$ cat src/rtl/sw_dispatch.sv
// Job dispatcher: loads a ref/read byte stream and a golden result, issues the job to
// the SW core, compares the core's result. Optional result watchdog: SW_DISPATCH_TIMEOUT_EN.
module sw_dispatch #(
    parameter int unsigned REF_MAX_LENGTH       = 256,
    parameter int unsigned READ_MAX_LENGTH      = 128,
    parameter int unsigned REF_LENGTH           = 128,
    parameter int unsigned READ_LENGTH          = 128,
    parameter int unsigned DP_SW_SCORE_BITWIDTH = 16,
    parameter int unsigned TIMEOUT_CYCLES       = 65535
) (
    input  logic                                  clk,
    input  logic                                  rst,
    input  logic                                  i_byte_valid,
    input  logic [7:0]                            i_byte,
    output logic                                  o_byte_ready,
    input  logic                                  i_gold_valid,
    output logic                                  o_gold_ready,
    input  logic [DP_SW_SCORE_BITWIDTH-1:0]       i_gold_score,
    input  logic [$clog2(READ_MAX_LENGTH)-1:0]    i_gold_row,
    input  logic [$clog2(REF_MAX_LENGTH)-1:0]     i_gold_col,
    input  logic                                  i_core_ready,
    output logic                                  o_core_valid,
    output logic [2*REF_MAX_LENGTH-1:0]           o_sequence_ref,
    output logic [2*READ_MAX_LENGTH-1:0]          o_sequence_read,
    output logic [$clog2(REF_MAX_LENGTH):0]       o_seq_ref_length,
    output logic [$clog2(READ_MAX_LENGTH):0]      o_seq_read_length,
    output logic                                  o_core_result_ready,
    input  logic                                  i_core_valid,
    input  logic [DP_SW_SCORE_BITWIDTH-1:0]       i_core_score,
    input  logic [$clog2(READ_MAX_LENGTH)-1:0]    i_core_row,
    input  logic [$clog2(REF_MAX_LENGTH)-1:0]     i_core_column,
    output logic                                  o_busy,
    output logic                                  o_done,
    output logic                                  o_pass,
    output logic                                  o_timeout,
    output logic [15:0]                           o_job_cnt,
    output logic [15:0]                           o_err_cnt
);
    localparam int unsigned ROW_W      = $clog2(READ_MAX_LENGTH);
    localparam int unsigned COL_W      = $clog2(REF_MAX_LENGTH);
    localparam int unsigned SW         = DP_SW_SCORE_BITWIDTH;
    localparam int unsigned REF_BITS   = 2*REF_LENGTH;
    localparam int unsigned READ_BITS  = 2*READ_LENGTH;
    localparam int unsigned DATA_W     = REF_BITS + READ_BITS;
    localparam int unsigned NUM_BYTES  = DATA_W/8;
    localparam int unsigned BCNT_W     = $clog2(NUM_BYTES+1);
    localparam int unsigned SEQ_REF_W  = 2*REF_MAX_LENGTH;
    localparam int unsigned SEQ_READ_W = 2*READ_MAX_LENGTH;
    localparam int unsigned REF_LEN_W  = $clog2(REF_MAX_LENGTH)+1;
    localparam int unsigned READ_LEN_W = $clog2(READ_MAX_LENGTH)+1;
    localparam int unsigned TO_W       = $clog2(TIMEOUT_CYCLES+1);

    typedef enum logic [2:0] {
        S_LOAD, S_GOLD, S_WAIT_RDY, S_SETTLE, S_ISSUE, S_WAIT_RES, S_CHECK
    } state_t;

    state_t                  r_state, w_state_nxt;
    logic [BCNT_W-1:0]       r_bcnt, w_bcnt_nxt;
    logic [DATA_W-1:0]       r_data;
    logic [1:0]              r_settle;
    logic [SW-1:0]           r_gold_score, r_res_score;
    logic [ROW_W-1:0]        r_gold_row, r_res_row;
    logic [COL_W-1:0]        r_gold_col, r_res_col;
    logic                    r_byte_ready, r_gold_ready, r_core_valid, r_res_ready;
    logic [SEQ_REF_W-1:0]    r_seq_ref;
    logic [SEQ_READ_W-1:0]   r_seq_read;
    logic [REF_LEN_W-1:0]    r_ref_len;
    logic [READ_LEN_W-1:0]   r_read_len;
    logic                    r_busy, r_done, r_pass, r_timeout;
    logic [15:0]             r_job_cnt, r_err_cnt;
    logic                    w_byte_acc, w_match, w_issue_nxt;
    logic [SEQ_REF_W-1:0]    w_ref_pad;
    logic [SEQ_READ_W-1:0]   w_read_pad;
`ifdef SW_DISPATCH_TIMEOUT_EN
    logic [TO_W-1:0]         r_to_cnt;
    logic                    w_timeout_hit;
`else
    logic                    w_unused_to;
    assign w_unused_to = |TO_W'(TIMEOUT_CYCLES);
`endif

    // Job data is left-aligned in the max-length buses, zero padded below
    assign w_ref_pad   = SEQ_REF_W'(r_data[DATA_W-1 -: REF_BITS]) << (SEQ_REF_W - REF_BITS);
    assign w_read_pad  = SEQ_READ_W'(r_data[READ_BITS-1:0]) << (SEQ_READ_W - READ_BITS);
    assign w_match     = ($signed(r_res_score) == $signed(r_gold_score)) &&
                         (r_res_row == r_gold_row) && (r_res_col == r_gold_col);
    assign w_byte_acc  = r_byte_ready && i_byte_valid;
    assign w_issue_nxt = (w_state_nxt == S_ISSUE);

    always_ff @(posedge clk) begin
        if (!rst) r_state <= S_LOAD;
        else      r_state <= w_state_nxt;
    end

    always_comb begin
        w_state_nxt = r_state;
        w_bcnt_nxt  = r_bcnt;
`ifdef SW_DISPATCH_TIMEOUT_EN
        w_timeout_hit = 1'b0;
`endif
        case (r_state)
            S_LOAD: begin
                if (w_byte_acc) begin
                    if (r_bcnt == BCNT_W'(NUM_BYTES-1)) begin
                        w_bcnt_nxt  = '0;
                        w_state_nxt = S_GOLD;
                    end else begin
                        w_bcnt_nxt = r_bcnt + BCNT_W'(1);
                    end
                end
            end
            S_GOLD:     if (i_gold_valid) w_state_nxt = S_WAIT_RDY;
            S_WAIT_RDY: if (i_core_ready) w_state_nxt = S_SETTLE;
            S_SETTLE:   if (r_settle == 2'd3) w_state_nxt = S_ISSUE;
            S_ISSUE:    w_state_nxt = S_WAIT_RES;
            S_WAIT_RES: begin
                if (i_core_valid) begin
                    w_state_nxt = S_CHECK;
                end
`ifdef SW_DISPATCH_TIMEOUT_EN
                else if (r_to_cnt == TO_W'(TIMEOUT_CYCLES-1)) begin
                    w_timeout_hit = 1'b1;
                    w_state_nxt   = S_LOAD;
                end
`endif
            end
            S_CHECK:    w_state_nxt = S_LOAD;
            default:    w_state_nxt = S_LOAD;
        endcase
    end

    // Datapath and registered outputs decoded from the next state
    always_ff @(posedge clk) begin
        if (!rst) begin
            r_bcnt <= '0;            r_data <= '0;           r_settle <= '0;
            r_gold_score <= '0;      r_gold_row <= '0;       r_gold_col <= '0;
            r_res_score <= '0;       r_res_row <= '0;        r_res_col <= '0;
            r_byte_ready <= 1'b0;    r_gold_ready <= 1'b0;   r_core_valid <= 1'b0;
            r_res_ready <= 1'b0;     r_seq_ref <= '0;        r_seq_read <= '0;
            r_ref_len <= '0;         r_read_len <= '0;       r_busy <= 1'b0;
            r_done <= 1'b0;          r_pass <= 1'b0;         r_timeout <= 1'b0;
            r_job_cnt <= '0;         r_err_cnt <= '0;
`ifdef SW_DISPATCH_TIMEOUT_EN
            r_to_cnt <= '0;
`endif
        end else begin
            r_bcnt <= w_bcnt_nxt;
            if (w_byte_acc) r_data <= {r_data[DATA_W-9:0], i_byte};
            if (r_state == S_GOLD && i_gold_valid) begin
                r_gold_score <= i_gold_score;
                r_gold_row   <= i_gold_row;
                r_gold_col   <= i_gold_col;
            end
            r_settle <= (r_state == S_SETTLE) ? r_settle + 2'd1 : 2'd0;
            if (r_state == S_WAIT_RES && i_core_valid) begin
                r_res_score <= i_core_score;
                r_res_row   <= i_core_row;
                r_res_col   <= i_core_column;
            end
            r_byte_ready <= (w_state_nxt == S_LOAD);
            r_gold_ready <= (w_state_nxt == S_GOLD);
            r_res_ready  <= (w_state_nxt == S_WAIT_RES);
            r_core_valid <= w_issue_nxt;
            r_seq_ref    <= w_issue_nxt ? w_ref_pad  : '0;
            r_seq_read   <= w_issue_nxt ? w_read_pad : '0;
            r_ref_len    <= w_issue_nxt ? REF_LEN_W'(REF_LENGTH)   : '0;
            r_read_len   <= w_issue_nxt ? READ_LEN_W'(READ_LENGTH) : '0;
            r_busy       <= !((w_state_nxt == S_LOAD) && (w_bcnt_nxt == '0));
            r_done       <= 1'b0;
            if (r_state == S_CHECK) begin
                r_done <= 1'b1;
                r_pass <= w_match;
                if (r_job_cnt != 16'hFFFF) r_job_cnt <= r_job_cnt + 16'd1;
                if (!w_match && r_err_cnt != 16'hFFFF) r_err_cnt <= r_err_cnt + 16'd1;
            end
`ifdef SW_DISPATCH_TIMEOUT_EN
            r_to_cnt <= (r_state == S_WAIT_RES) ? r_to_cnt + TO_W'(1) : '0;
            if (w_timeout_hit) begin
                r_done    <= 1'b1;
                r_pass    <= 1'b0;
                r_timeout <= 1'b1;
                if (r_job_cnt != 16'hFFFF) r_job_cnt <= r_job_cnt + 16'd1;
                if (r_err_cnt != 16'hFFFF) r_err_cnt <= r_err_cnt + 16'd1;
            end
`endif
        end
    end

    assign o_byte_ready        = r_byte_ready;
    assign o_gold_ready        = r_gold_ready;
    assign o_core_valid        = r_core_valid;
    assign o_sequence_ref      = r_seq_ref;
    assign o_sequence_read     = r_seq_read;
    assign o_seq_ref_length    = r_ref_len;
    assign o_seq_read_length   = r_read_len;
    assign o_core_result_ready = r_res_ready;
    assign o_busy              = r_busy;
    assign o_done              = r_done;
    assign o_pass              = r_pass;
    assign o_timeout           = r_timeout;
    assign o_job_cnt           = r_job_cnt;
    assign o_err_cnt           = r_err_cnt;

endmodule

$ cat config.mk
export PLATFORM = sky130hd
export DESIGN_NAME = sw_dispatch
export DESIGN_NICKNAME = d
export VERILOG_FILES = /design/src/rtl/sw_dispatch.sv
export SDC_FILE = /design/constraint.sdc
export NUM_CORES = 2
export LEC_CHECK = 0
export CAP_MARGIN = 20
export CORE_AREA = 8 8 347 349
export CTS_BUF_LIST = sky130_fd_sc_hd__clkbuf_8
export CTS_CLUSTER_DIAMETER = 30
export DETAILED_ROUTE_END_ITERATION = 6
export DIE_AREA = 0 0 355 357
export PLACE_DENSITY = 0.54
export SKIP_CTS_REPAIR_TIMING = 1
export SYNTH_ARGS = -nofsm -noshare
export SYNTH_HDL_FRONTEND = slang
export SYNTH_SLANG_ARGS = --single-unit
export TNS_END_PERCENT = 30
$ cat constraint.sdc
create_clock -name clk -period 2.4 [get_ports clk]
set_clock_uncertainty 0.15 [all_clocks]
set_input_delay 0.48 -clock clk [delete_from_list [all_inputs] [get_ports clk]]
set_output_delay 0.48 -clock clk [all_outputs]
set_load 0.02 [all_outputs]
==> results.sh <==
export IMPL_crit_type="flop to output port"
export IMPL_post_route_util_pct=46.04
export IMPL_worst_slack_ps=139.2
export IMPL_cts_reportedPaths_clkPinSlew_ps=60
export IMPL_crit_path_end_kind="output port"
export IMPL_crit_path_start="o_job_cnt[0]"
export IMPL_area_growth_pct=38.10
export IMPL_cpPeakStageDelay_ps=400
export IMPL_arrival_ps=1630
export IMPL_drt_wl_total_um=114200
export IMPL_fillers=11160
export IMPL_critical_path_buf_inv_count=1
export IMPL_rows=125
export IMPL_synth_area_leader_cell="dfxtp_1"
export IMPL_yosysWarnings=0
export IMPL_path_cells="dlymetal6s2s_1"
export IMPL_grt_max_degree=90
export IMPL_slowest_stage="dfxtp_1"
export IMPL_gp_routability_congestion=0.7881
export IMPL_cts_tree="done"
export IMPL_grt_pass1_vias=28210
export IMPL_peakVddDrop_uv=507.5
export IMPL_holdCritPathClass="input port to flop"
export IMPL_core_region_area_mm2=0.1151
export IMPL_ant_nets=0
export IMPL_grt_usage_pct=16.87
export IMPL_drt_first_pass_iters=5
export IMPL_antenna_found_initial=4
export IMPL_r2r_end="o_sequence_read[71]"
export IMPL_yosysUniqueCellTypes=51
export IMPL_status="complete, no violations"
export IMPL_power_density_mw_per_mm2=821.5
export IMPL_netlist_area_leader_share_pct=59.31
export IMPL_p_leak_uw=0.02962
export IMPL_yosys_cell_count_top_type="nand2_1"
export IMPL_synth_flop_cell="dfxtp_1"
export IMPL_cp_max_fo=4
export IMPL_clkSinkCount=1137
export IMPL_async_reset_ff_share_pct=0
export IMPL_pin_count=901
export IMPL_start_util_pct=33.34
export IMPL_required_ps=1770
export IMPL_clock_path_buffers=3
export IMPL_r2r_start="r_bcnt[0]"
export IMPL_path_delay_family="flip-flops"
export IMPL_start_kind="flop"
export IMPL_fin_tns_setup_ps=0
export IMPL_ys_seq_area_share_pct=59.31
export IMPL_ys_ff_latch=1137
export IMPL_final_nets=5017
export IMPL_power_uw=43530
export IMPL_netlist_top_cells_count="1,177 x nand2_1, 1,137 x dfxtp_1, 588 x a21oi_1, 518 x and2_1, 276 x buf_4"
export IMPL_multi_input_area_mm2=0.01315
export IMPL_die_y_um=357
export IMPL_drcViolationCount=0
export IMPL_ys_top_cells_by_area="dfxtp_1 59%, nand2_1 12%, and2_1 8.4%, a21oi_1 7.7%, buf_4 5.4%"
export IMPL_die_w_um=355
export IMPL_grt_pass1_wl_um=168600
export IMPL_clock_root_buffer="clkbuf_8"
export IMPL_worst_path_stages=1
export IMPL_cts_htree_levels=4
export IMPL_reg2regPathDepth=9
export IMPL_layout_drive_gt1_share_pct=10.14
export IMPL_hold_viol=0
export IMPL_avgViaCountPerCell=4.294
export IMPL_place_ws_ps=-321.8
export IMPL_regArea_mm2=0.02277
export IMPL_cts_made_buffers=232
export IMPL_synthCells=4180
export IMPL_final_max_slew_violation_count=0
export IMPL_portBuffers=628
export IMPL_cp_endpoint="o_job_cnt[0]"
export IMPL_max_cap_viol_count=0
export IMPL_drt_wirelength_per_cell_um=17.13
export IMPL_insertion_delay_ps=880
export IMPL_synth_edf_count=0
export IMPL_fin_crit_sh_pct=94.20
export IMPL_maxSlewHeadroom_pct=57.95
export IMPL_grt_overflow_total=0
export IMPL_die_area_mm2=0.1267
export IMPL_syn_mean_instance_area_um2=9.181
export IMPL_syn_area_mm2=0.03838
export IMPL_drt_iter0_markers=1420
export IMPL_rsz0062_at_grt="no"
export IMPL_setup_violations_final=0
export IMPL_fin_crit_ps=2261
export IMPL_num_vias=28630
export IMPL_dp_hpwl_um=79710
export IMPL_worst_pin_slew_ps=629.5
export IMPL_clock_fmax_mhz=442.3
export IMPL_r2r_slack_ps=170
[metrics by stage]
| stage | instances | instance area (µm²) | hold WS (ps) |
|---|---|---|---|
| 2_1_floorplan | 4451 | 39390 | 248.3 |
| 4_1_cts | 6614 | 51110 | -114.7 |
| 3_3_place_gp | 6177 | 45470 | 258.5 |
| 6_report | 6666 | 53000 | 46.97 |
| 3_5_place_dp | 6177 | 45470 | 277.0 |
| 5_1_grt | 6665 | 52990 | -8.674 |
[layout by cell type (no fill, tap or decap), types with 11 or more instances in the layout]
cell type and instances:
xnor2_1 19, buf_12 41, nor4_1 11, a21oi_1 588, nand3_1 13, conb_1 272
bufinv_16 33, clkinv_2 38, and2_1 517, nand2_1 1176, buf_4 68, xor2_1 27
nor2_1 32, clkinv_4 11, inv_1 49, clkbuf_8 278, dlygate4sd3_1 50, dfxtp_1 1134
clkinvlp_4 23, dlymetal6s2s_1 551, clkdlybuf4s50_1 75
[cell type report]
cell class                      instances  area share, %
Clock buffer                          278          7.220
Antenna cell                            2       0.009444
Multi-Input combinational cell       2770          24.81
Timing Repair Buffer                  787          17.90
Tap cell                             1524          3.598
Clock inverter                        159          3.428
Sequential cell                      1137          42.96
Inverter                                9        0.07791
[sequential cells by signal (all words and copies together) (netlist names)]
register	flops
r_data	512
o_sequence_read	256
o_sequence_ref	256
o_err_cnt	16
o_job_cnt	16
r_gold_score	16
r_res_score	16
r_gold_col	8
r_res_col	8
r_bcnt	7
r_gold_row	7
r_res_row	7
r_state	3
r_settle	2
o_busy	1
o_byte_ready	1
o_core_result_ready	1
o_done	1
o_gold_ready	1
o_pass	1
o_seq_ref_length	1
[logic make-up (layout without fill, tap and decap cells)]
| logic type | count (synthesis) | after routing | share of synthesized area [%] |
|---|---|---|---|
| muxes | 9 | 9 | 0.2348 |
| DFF | 1137 | 1137 | 59.31 |
| AOI/OAI and AO/OA | 622 | 622 | 8.291 |
| adders and majority gates | 4 | 4 | 0.1304 |
| xor gates and xnor gates | 46 | 46 | 1.050 |
| other | 1 | 274 | 0.009772 |
| and+or+nand+nor | 1817 | 1817 | 21.84 |
| buffers and inverters | 544 | 1233 | 9.136 |
[routing by layer]
metal / global-route usage (%) / up-vias / part of all wire (%) / wire length [µm]
li1: - / 14310 / - / -
met2: 28.24 / 836 / 48 / 55210
met4: 5.983 / 0 / 2.9 / 3368
met5: 0 / - / 0 / 0
met1: 20.79 / 13310 / 43 / 49050
met3: 4.662 / 174 / 5.7 / 6546
[power breakdown]
group          leakage [µW]  internal, µW  switching [µW]
sequential          0.00916         18900            12.1
combinational        0.0175           324             963
clock               0.00298         14300            9010
total                0.0296         33500            9990
[worst min-delay path by stage]
stage / startpoint / end / slack (ps) / cells after the start
after global routing: i_core_score[12] / r_res_score[12] / -9 / 3
after CTS: i_core_score[7] / r_res_score[7] / -110 / 3
after floorplan: r_settle[0] / r_settle[0] / 250 / 1
after detailed placement: r_settle[0] / r_settle[0] / 280 / 1
after global placement: r_settle[0] / r_settle[0] / 260 / 1
final: i_core_score[12] / r_res_score[12] / 50 / 3
Power figures use the tool's default switching activity.
